===== src/rtl/b13_serial_rx.sv =====
// Receiver for the b13 serial transmitter: cycle-exact slot sampling of an 8-bit MSB-first frame,
// stop-slot check, and a small byte FIFO read with a valid/ack handshake plus dsr flow control.
module b13_serial_rx #(
    parameter int DELAY_TIME = 104,
    parameter int FIFO_DEPTH = 4
) (
    input  logic       clock,
    input  logic       reset,
    input  logic       serial_in,
    output logic       dsr,
    output logic [7:0] rx_data,
    output logic       rx_valid,
    input  logic       rx_ack,
    input  logic       err_clr,
    output logic       frame_error,
    output logic       overrun,
    output logic       busy
);

    localparam int          AW        = (FIFO_DEPTH > 1) ? $clog2(FIFO_DEPTH) : 1;
    localparam int          CW        = AW + 1;
    localparam logic [9:0]  SLOT_LAST = 10'(DELAY_TIME + 1);
    localparam logic [CW-1:0] DEPTH_C = CW'(FIFO_DEPTH);
    localparam logic [CW:0] DEPTH_W   = (CW + 1)'(FIFO_DEPTH);

    typedef enum logic [1:0] {
        IDLE,
        DATA,
        STOP
    } state_t;

    state_t          state_q, state_d;
    logic [9:0]      slot_cnt_q, slot_cnt_d;
    logic [2:0]      bit_cnt_q, bit_cnt_d;
    logic [7:0]      shift_q, shift_d;
    logic [7:0]      mem_q [FIFO_DEPTH];
    logic [7:0]      mem_d [FIFO_DEPTH];
    logic [AW-1:0]   wr_ptr_q, wr_ptr_d;
    logic [AW-1:0]   rd_ptr_q, rd_ptr_d;
    logic [CW-1:0]   count_q, count_d;
    logic            frame_error_q, frame_error_d;
    logic            overrun_q, overrun_d;

    logic            slot_hit;
    logic            push_req;
    logic            frame_bad;
    logic            pop;
    logic            push_ok;
    logic [CW:0]     occupancy;

    assign slot_hit = (slot_cnt_q == SLOT_LAST);

    // Frame FSM: the start pulse aligns the slot counter so every sample lands on the transmitter's slot edge.
    // NOTE: every variable written here gets a default first, so no path can infer a latch.
    always_comb begin
        state_d    = state_q;
        slot_cnt_d = slot_cnt_q;
        bit_cnt_d  = bit_cnt_q;
        shift_d    = shift_q;
        push_req   = 1'b0;
        frame_bad  = 1'b0;
        case (state_q)
            IDLE: begin
                if (!serial_in) begin
                    state_d    = DATA;
                    slot_cnt_d = '0;
                    bit_cnt_d  = '0;
                end
            end
            DATA: begin
                if (slot_hit) begin
                    slot_cnt_d                   = '0;
                    shift_d[3'd7 - bit_cnt_q]    = serial_in;
                    if (bit_cnt_q == 3'd7) begin
                        state_d = STOP;
                    end else begin
                        bit_cnt_d = bit_cnt_q + 3'd1;
                    end
                end else begin
                    slot_cnt_d = slot_cnt_q + 10'd1;
                end
            end
            STOP: begin
                if (slot_hit) begin
                    slot_cnt_d = '0;
                    bit_cnt_d  = '0;
                    state_d    = IDLE;
                    if (serial_in) begin
                        push_req = 1'b1;
                    end else begin
                        frame_bad = 1'b1;
                    end
                end else begin
                    slot_cnt_d = slot_cnt_q + 10'd1;
                end
            end
            default: state_d = IDLE;
        endcase
    end

    // FIFO: a pop frees the head slot first, so a same-edge push into a full FIFO is accepted.
    always_comb begin
        mem_d         = mem_q;
        wr_ptr_d      = wr_ptr_q;
        rd_ptr_d      = rd_ptr_q;
        count_d       = count_q;
        pop           = rx_ack && (count_q != '0);
        push_ok       = push_req && ((count_q != DEPTH_C) || pop);
        if (pop) begin
            rd_ptr_d = rd_ptr_q + AW'(1);
        end
        if (push_ok) begin
            mem_d[wr_ptr_q] = shift_q;
            wr_ptr_d        = wr_ptr_q + AW'(1);
        end
        if (push_ok && !pop) begin
            count_d = count_q + CW'(1);
        end else if (pop && !push_ok) begin
            count_d = count_q - CW'(1);
        end
        // A new error on the same edge as err_clr must survive the clear.
        frame_error_d = (frame_error_q && !err_clr) || frame_bad;
        overrun_d     = (overrun_q && !err_clr) || (push_req && !push_ok);
    end

    // NOTE: state registers use non-blocking assignments so every flop samples pre-edge values.
    always_ff @(posedge clock or posedge reset) begin
        if (reset) begin
            state_q       <= IDLE;
            slot_cnt_q    <= '0;
            bit_cnt_q     <= '0;
            shift_q       <= '0;
            wr_ptr_q      <= '0;
            rd_ptr_q      <= '0;
            count_q       <= '0;
            frame_error_q <= 1'b0;
            overrun_q     <= 1'b0;
            // NOTE: the byte store is reset because rx_data reads it directly and must be 0 out of reset.
            for (int i = 0; i < FIFO_DEPTH; i++) begin
                mem_q[i] <= '0;
            end
        end else begin
            state_q       <= state_d;
            slot_cnt_q    <= slot_cnt_d;
            bit_cnt_q     <= bit_cnt_d;
            shift_q       <= shift_d;
            wr_ptr_q      <= wr_ptr_d;
            rd_ptr_q      <= rd_ptr_d;
            count_q       <= count_d;
            frame_error_q <= frame_error_d;
            overrun_q     <= overrun_d;
            mem_q         <= mem_d;
        end
    end

    // dsr reserves room for the frame in flight; it depends on registers only.
    assign occupancy   = {1'b0, count_q} + {{CW{1'b0}}, busy};
    assign dsr         = (occupancy < DEPTH_W);
    assign busy        = (state_q != IDLE);
    assign rx_valid    = (count_q != '0);
    assign rx_data     = mem_q[rd_ptr_q];
    assign frame_error = frame_error_q;
    assign overrun     = overrun_q;

endmodule

===== config.mk =====
export PLATFORM = sky130hd
export DESIGN_NAME = b13_serial_rx
export DESIGN_NICKNAME = d
export VERILOG_FILES = /design/src/rtl/b13_serial_rx.sv
export SDC_FILE = /design/constraint.sdc
export NUM_CORES = 1
export LEC_CHECK = 0
export ABC_AREA = 1
export BUFFER_PORTS_ARGS = -buffer_cell sky130_fd_sc_hd__buf_2
export CAP_MARGIN = 40
export CORE_ASPECT_RATIO = 0.8
export CORE_MARGIN = 10
export CORE_UTILIZATION = 30
export DETAILED_ROUTE_END_ITERATION = 10
export PLACE_DENSITY = 0.47
export REMOVE_ABC_BUFFERS = 1
export SLEW_MARGIN = 20
export SYNTH_ARGS = -nofsm -noshare
export SYNTH_HDL_FRONTEND = slang
export SYNTH_SLANG_ARGS = --single-unit
export TNS_END_PERCENT = 50

===== constraint.sdc =====
create_clock -name clock -period 2.1 [get_ports clock]
set_input_delay 0.42 -clock clock [delete_from_list [all_inputs] [get_ports clock]]
set_output_delay 0.42 -clock clock [all_outputs]
set_load 0.02 [all_outputs]

==> results.md, run 1 <==
* DRT Pass-1 Iters at 7
* Internal power at approximately 2.7 mW
* Cts bufs inserted at 9
* Slew Limit Fails at 0
* R2R Setup Slk at 0.10 ns
* Starting Density at 0.307
* Post-layout util at 0.376
* Hold Path Class: primary input to async pin
* Hpwl dp at 6.57 mm
* Worst skew pair latency at 0.32 ns
* Number of synthesized flops with an enable pin at 0
* First-pass GRT wire length at 15.7 mm
* VDD IR max at around 0.00074 V
* Min cycle time layout at just over 2 ns
* Dominant cells by area after synthesis: dfrtp_1, nand2_1, nand4_1
* Worst-path maximum fanout at 4
* WHS at around 0.068 ns
* Status: finished clean
* Chip height at 117 um
* Critical path class: register to primary output
* Synth Instances at 447
* Sw frac at 0.375
* Critical Path AT at 1.63 ns
* Slew HR at 0.698
* Leakage at 2.23 nW
* Hold_buf cts at 0
* Drt total wl at 9.32 mm
* RSZ-0062 raised after global routing: yes
* Routed via count at between 3,000 and 4,000
* Clock slew at reported path FFs at about 0.050 ns
* Synthesized flop and latch total at 64
* Crit path from: state_q[1]
* Distinct cells, synth at 34
* Core area at between 10,000 and 15,000 um^2
* Worst Tran Pin Value at 0.451 ns
* DIE WIDTH at 141 um
* FFs w/ async S/R, synth at 1.00
* Initial antenna violation count at 0
* Share of the synthesized area in the top cell type at 0.453
* Reg power frac at 0.327
* Setup Viol. Count Final at 0
* Reg2reg end: count_q[2]
* Syn-to-layout area delta at 22.4%
* Max clock buf depth at 2
* Clock Sinks at 64
* RePlAce Congestion at 0.812
* Setup TNS at 0 ns
* H-tree level count at 3
* Largest net degree at the start of global routing at just over 50
* F_max at ~490 MHz
* Rows at 35
* Die area at between 15,000 and 20,000 um^2
* Drt first-iter violations at 225
* Area leader, netlist: dfrtp_1
* Switching power total at 1.64 mW
* Post-DR vias/cell at ~4.7
* Required @ worst endpoint at 1.68 ns
* Type of origin of the critical path: register
* GRT overflow at 0
* Clk root buf: clkbuf_16
* GR Util All Layers at 0.118
* Diodes inserted at 0
* Clk pwr share at 0.304
* Post-Syn Area at 3540 um^2
* Worst reg2reg path depth at 12
* Fin crit share at 0.975
* Crit path to: dsr
* WL/cell at 14.4 um
* Layout cells sized above 1 at 0.185
* Number of nets in the layout at 515
* Ys flop type: dfrtp_1
* Post-route DRC violation count at 0
* Io pins at 18
* Pwr dens at 1010 nW/um^2
* Skew final at 0.00615 ns
* Avg Synthesized Cell Area at 7.91 um^2
* Max Cap Violations at 0
* Antenna-violating nets left at 0
* Comb pwr share at 0.369
* Ys Warns at 0
* Vias in the first global route at 3,105
* CTS tree: built
* CP endpoint kind: primary output
* Reg-to-Reg Start: slot_cnt_q[1]
* I/O Buffers at 17
* Number of hold violations in the final report at 0
* Register area share after synthesis at 0.453
[worst min path at each step]
| stage | end | slack [ns] | cells past startpoint |
|---|---|---|---|
| after global placement | mem_q[5] | 0.42 | 2 |
| after global routing | mem_q[17] | 0.08 | 2 |
| after floorplan | mem_q[11] | 0.44 | 2 |
| final | mem_q[17] | 0.07 | 2 |
| after detailed placement | mem_q[5] | 0.42 | 2 |
| after CTS | mem_q[5] | 0.07 | 2 |
[Yosys cell counts (2+ instances only)]
cell type,count
xor2_1,5
nand2_2,2
inv_1,47
buf_2,2
o22ai_1,10
clkbuf_1,9
nand3_1,19
or2_2,2
dfrtp_1,64
nand4_1,41
nor2_4,2
nand2_1,134
nor2_2,2
o21ai_0,23
a21oi_1,5
buf_6,3
o21ai_1,4
nand4_2,4
ha_1,13
nor2_1,42
[metrics by stage]
stage / instances / cell area [um^2] / setup slack [ns] / total power [mW]
floorplan: 431 / 3450 / -0.485 / 2.41
global route: 646 / 4330 / -0.0604 / 4.69
CTS: 645 / 4280 / 0.0225 / 4.39
global placement: 632 / 4020 / -0.0361 / 3.02
detailed placement: 632 / 4020 / -0.0694 / 3.01
finish: 646 / 4330 / 0.0518 / 4.38
[layout by cell type (no fill, tap or decap), types with 2 or more instances in the layout]
cell         n
o22ai_1     10
nand3_1     19
nor2_4       3
buf_2       17
buf_12       2
o21ai_0     22
dfrtp_1     64
nand4_1     41
nor2_1      42
buf_4       35
clkbuf_16    9
xor2_1       5
nand2_1    133
nand2_2      2
clkbuf_8     2
a21oi_1      4
nand3_4      2
inv_1       43
inv_2        5
or2_2        2
nand4_2      4
o21ai_1      5
ha_1        12
[flip-flops by register name (all words and copies together) (netlist names)]
name,count
overrun,1
slot_cnt_q,10
count_q,3
rd_ptr_q,2
state_q,2
wr_ptr_q,2
mem_q,32
shift_q,8
bit_cnt_q,3
frame_error,1
[per-layer routing]
metal,share of wire,wire [um],up-vias,GRT usage
li1,-,-,1566,-
met1,0.52,4860,1438,0.163
met2,0.43,4040,57,0.179
met3,0.039,365,4,0.0290
met4,0.0058,54,0,0.0347
met5,0,0,-,0
[critical path, stage by stage (launching register included)]
cell,delay [ns]
dfrtp_1,0.40
inv_1,0.08
ha_1,0.23
buf_4,0.17
o31ai_2,0.23
inv_1,0.05
buf_2,0.15
[kinds of logic after synthesis]
group                    count (synthesis)  share of synthesized area
AO/OA/AOI/OAI                           44                     0.0672
XOR/XNOR                                 6                     0.0149
adder cells (fa/ha/maj)                 14                     0.0517
buffers and inverters                   64                     0.0754
flip-flops                              64                      0.453
AND/OR/NAND/NOR                        255                      0.338
[power groups by stage]
stage | combinational, mW | sequential (mW) | clock, mW
floorplan | 0.943 | 1.47 | 0
global placement | 1.57 | 1.45 | 0
detailed placement | 1.57 | 1.44 | 0
CTS | 1.59 | 1.43 | 1.38
global route | 1.82 | 1.45 | 1.43
finish | 1.62 | 1.43 | 1.33
[final cells by class]
type	count	area, um^2
fillers	1178	7190
multi-input cells	319	1710
flip-flops and latches	64	1600
repair buffers	54	388
clock buffers	12	256
well taps	148	185
inverters	48	180
clock inverters	1	5.00
[repair_timing]
action,in CTS,in global routing
pin swaps,1,3
setup endpoints to repair,1,6
gates resized for setup,4,9
setup buffers,0,1
No activity file was read; power rests on OpenSTA's default activity.
==> inputs of run 2 (changes only) <==
--- a/config.mk
+++ b/config.mk
@@ -13,2 +13,3 @@
 export CORE_UTILIZATION = 30
+export CTS_BUF_LIST = sky130_fd_sc_hd__clkbuf_16
 export DETAILED_ROUTE_END_ITERATION = 10
==> constraint.sdc (replaced) <==
create_clock -name clock -period 2.1 [get_ports clock]
set_input_delay 0.21 -clock clock [delete_from_list [all_inputs] [get_ports clock]]
set_output_delay 0.21 -clock clock [all_outputs]
set_load 0.02 [all_outputs]
==> run 2 against run 1 <==
Against the previous run:
- global-route usage grew 0.089 points
- cell area grew 1.4%
- first-iteration DRC count shrank 0.89%
- critical path type is now register to register
==> results.md, run 2 (synthesis gave the netlist of run 1 again) <==
* RePlAce Congestion at 0.788 (-2.9%)
* Hold Path Class: primary input to register
* Core area at 11,500 um^2 (unchanged)
* Starting Density at 0.307 (unchanged)
* VDD IR max at 0.000770 V (+3.4%)
* Die area at 16,600 um^2 (unchanged)
* Skew final at 0.0119 ns (+0.00578 ns)
* Initial antenna violation count at 0 (unchanged)
* Diodes inserted at 0 (unchanged)
* Vias in the first global route at 3,078 (-0.87%)
* Top flop regs: mem_q: 32 flops, slot_cnt_q: 10 flops, shift_q: 8 flops
* Status: finished clean
* Setup Viol. Count Final at 0 (unchanged)
* Antenna-violating nets left at 0 (unchanged)
* Non-filler cells, final at 650 (+0.62%)
* WL/cell at 14.4 um (-0.14%)
* Setup TNS at 0 ns (unchanged)
* Fin area at 4390 um^2 (+1.4%)
* Rows at 35 (unchanged)
* Hpwl dp at 6.55 mm (-0.35%)
* Max reg flops at 32 (unchanged)
* Worst reg2reg path depth at 12 (unchanged)
* DIE WIDTH at 141 um (unchanged)
* Chip height at 117 um (unchanged)
* Min cycle time layout at 2.08 ns (+0.0298 ns)
* Layout cells sized above 1 at 0.183 (-0.00147)
* Cts bufs inserted at 9 (unchanged)
* Number of hold violations in the final report at 0 (unchanged)
* Post-route DRC violation count at 0 (unchanged)
* Clock slew at reported path FFs at 0.05 ns (about the same)
* Post-DR vias/cell at 4.74 (-0.19%)
* First-pass GRT wire length at 15.7 mm (about the same)
* DRT Pass-1 Iters at 4 (-3)
* Type of origin of the critical path: register
* Fin crit share at 0.990 (+0.0142)
* Max Cap Violations at 0 (unchanged)
* Most flops, register: mem_q
* Critical Path AT at 2.28 ns (+0.65 ns)
* Worst skew pair latency at 0.33 ns (about the same)
* Clk root buf: clkbuf_16
* Max clock buf depth at 2 (unchanged)
* Commonest non-fill, non-tap cell in the layout: nand2_1
* Drt first-iter violations at 223 (-0.89%)
* Io pins at 18 (unchanged)
* Drt total wl at 9.36 mm (+0.48%)
* I/O Buffers at 17 (unchanged)
* Worst-path maximum fanout at 2 (-2)
* Dpl cells at 630 (-0.32%)
* F_max at 481 MHz (-1.4%)
* GRT overflow at 0 (unchanged)
* Required @ worst endpoint at 2.30 ns (+0.62 ns)
* Hold Crit Depth at 2
* Slew Limit Fails at 0 (unchanged)
* Worst Tran Pin Value at 0.578 ns (+0.126 ns)
* Leakage at 2.24 nW (+0.41%)
* Number of nets in the layout at 517 (+0.39%)
* Syn-to-layout area delta at 24.1%
* CTS tree: built
* RSZ-0062 raised after global routing: yes
* H-tree level count at 3 (unchanged)
* Routed via count at 3,078 (+0.42%)
* Dpl cell area at 4000 um^2 (-0.37%)
* Critical path class: register to register
* Post-route total power at 4.60 mW (+4.9%)
* Largest net degree at the start of global routing at 49 (-3.9%)
* Pwr dens at 1050 nW/um^2 (+3.4%)
* GR Util All Layers at 0.119 (+0.000890)
* Most frequent cells in the layout: nand2_1, dfrtp_1, inv_1, nor2_1, nand4_1
* Slew HR at 0.615 (-0.0835)
* CP endpoint kind: register
* Clock Sinks at 64 (unchanged)
run 2: final cells by class:
class | instances | area, um^2
Clock buffer | 9 | 225
Tap cell | 148 | 185
Timing Repair Buffer | 56 | 405
Fill cell | 1188 | 7130
Sequential cell | 64 | 1600
Clock inverter | 6 | 75.1
Multi-Input combinational cell | 319 | 1720
Inverter | 48 | 180
run 2: final timing paths:
kind / from / slack (ns) / end
hold / removal: err_clr / 0.08 / overrun
min in group asynchronous: reset / 0.42 / mem_q[7]
setup reg to reg: slot_cnt_q[1] / 0.02 / count_q[2]
hold reg to reg: mem_q[14] / 0.47 / mem_q[14]
setup / recovery: slot_cnt_q[1] / 0.02 / count_q[2]
max in group asynchronous: reset / 1.08 / state_q[0]
run 2: stage by stage:
stage | utilization | worst slack [ns] | hold slack (ns)
6_report | 0.381 | 0.0220 | 0.0833
5_1_grt | 0.381 | -0.111 | 0.0799
4_1_cts | 0.378 | 0.0203 | 0.0687
3_5_place_dp | 0.347 | -0.0971 | 0.230
3_3_place_gp | 0.347 | -0.0302 | 0.225
2_1_floorplan | - | -0.485 | 0.309
run 2: report_power, final:
part           internal (mW)  switching [mW]  leakage [nW]  total (mW)
Combinational          0.585            1.05          1.24        1.63
Clock                   1.01           0.521         0.145        1.54
Sequential              1.34          0.0971         0.856        1.43
run 2: per-layer routing:
metal,up-vias,wire [um],GRT usage
met3,8,568,0.0351
met1,1418,4770,0.168
met2,77,3940,0.173
met4,0,85,0.0299
li1,1575,-,-
met5,-,0,0
run 2: repair_timing:
action                                  4_1_cts  5_1_grt
endpoints found under the setup margin        1        2
pin swaps                                     4        5
gates resized for setup                       8        5
setup buffers                                 2        2
endpoints found under the hold margin        16        0
hold buffers                                  1        0
run 2: worst max-delay path, stage by stage, from the launching register on:
cell and delay [ns]:
dfrtp_1 0.38, inv_2 0.08, ha_4 0.15, nand3_4 0.09, nor2_4 0.14, nand2_2 0.08, nor2_4 0.12, ha_4 0.14
inv_2 0.04, fa_2 0.37, a21oi_2 0.14, o21ai_1 0.08, xor2_1 0.15
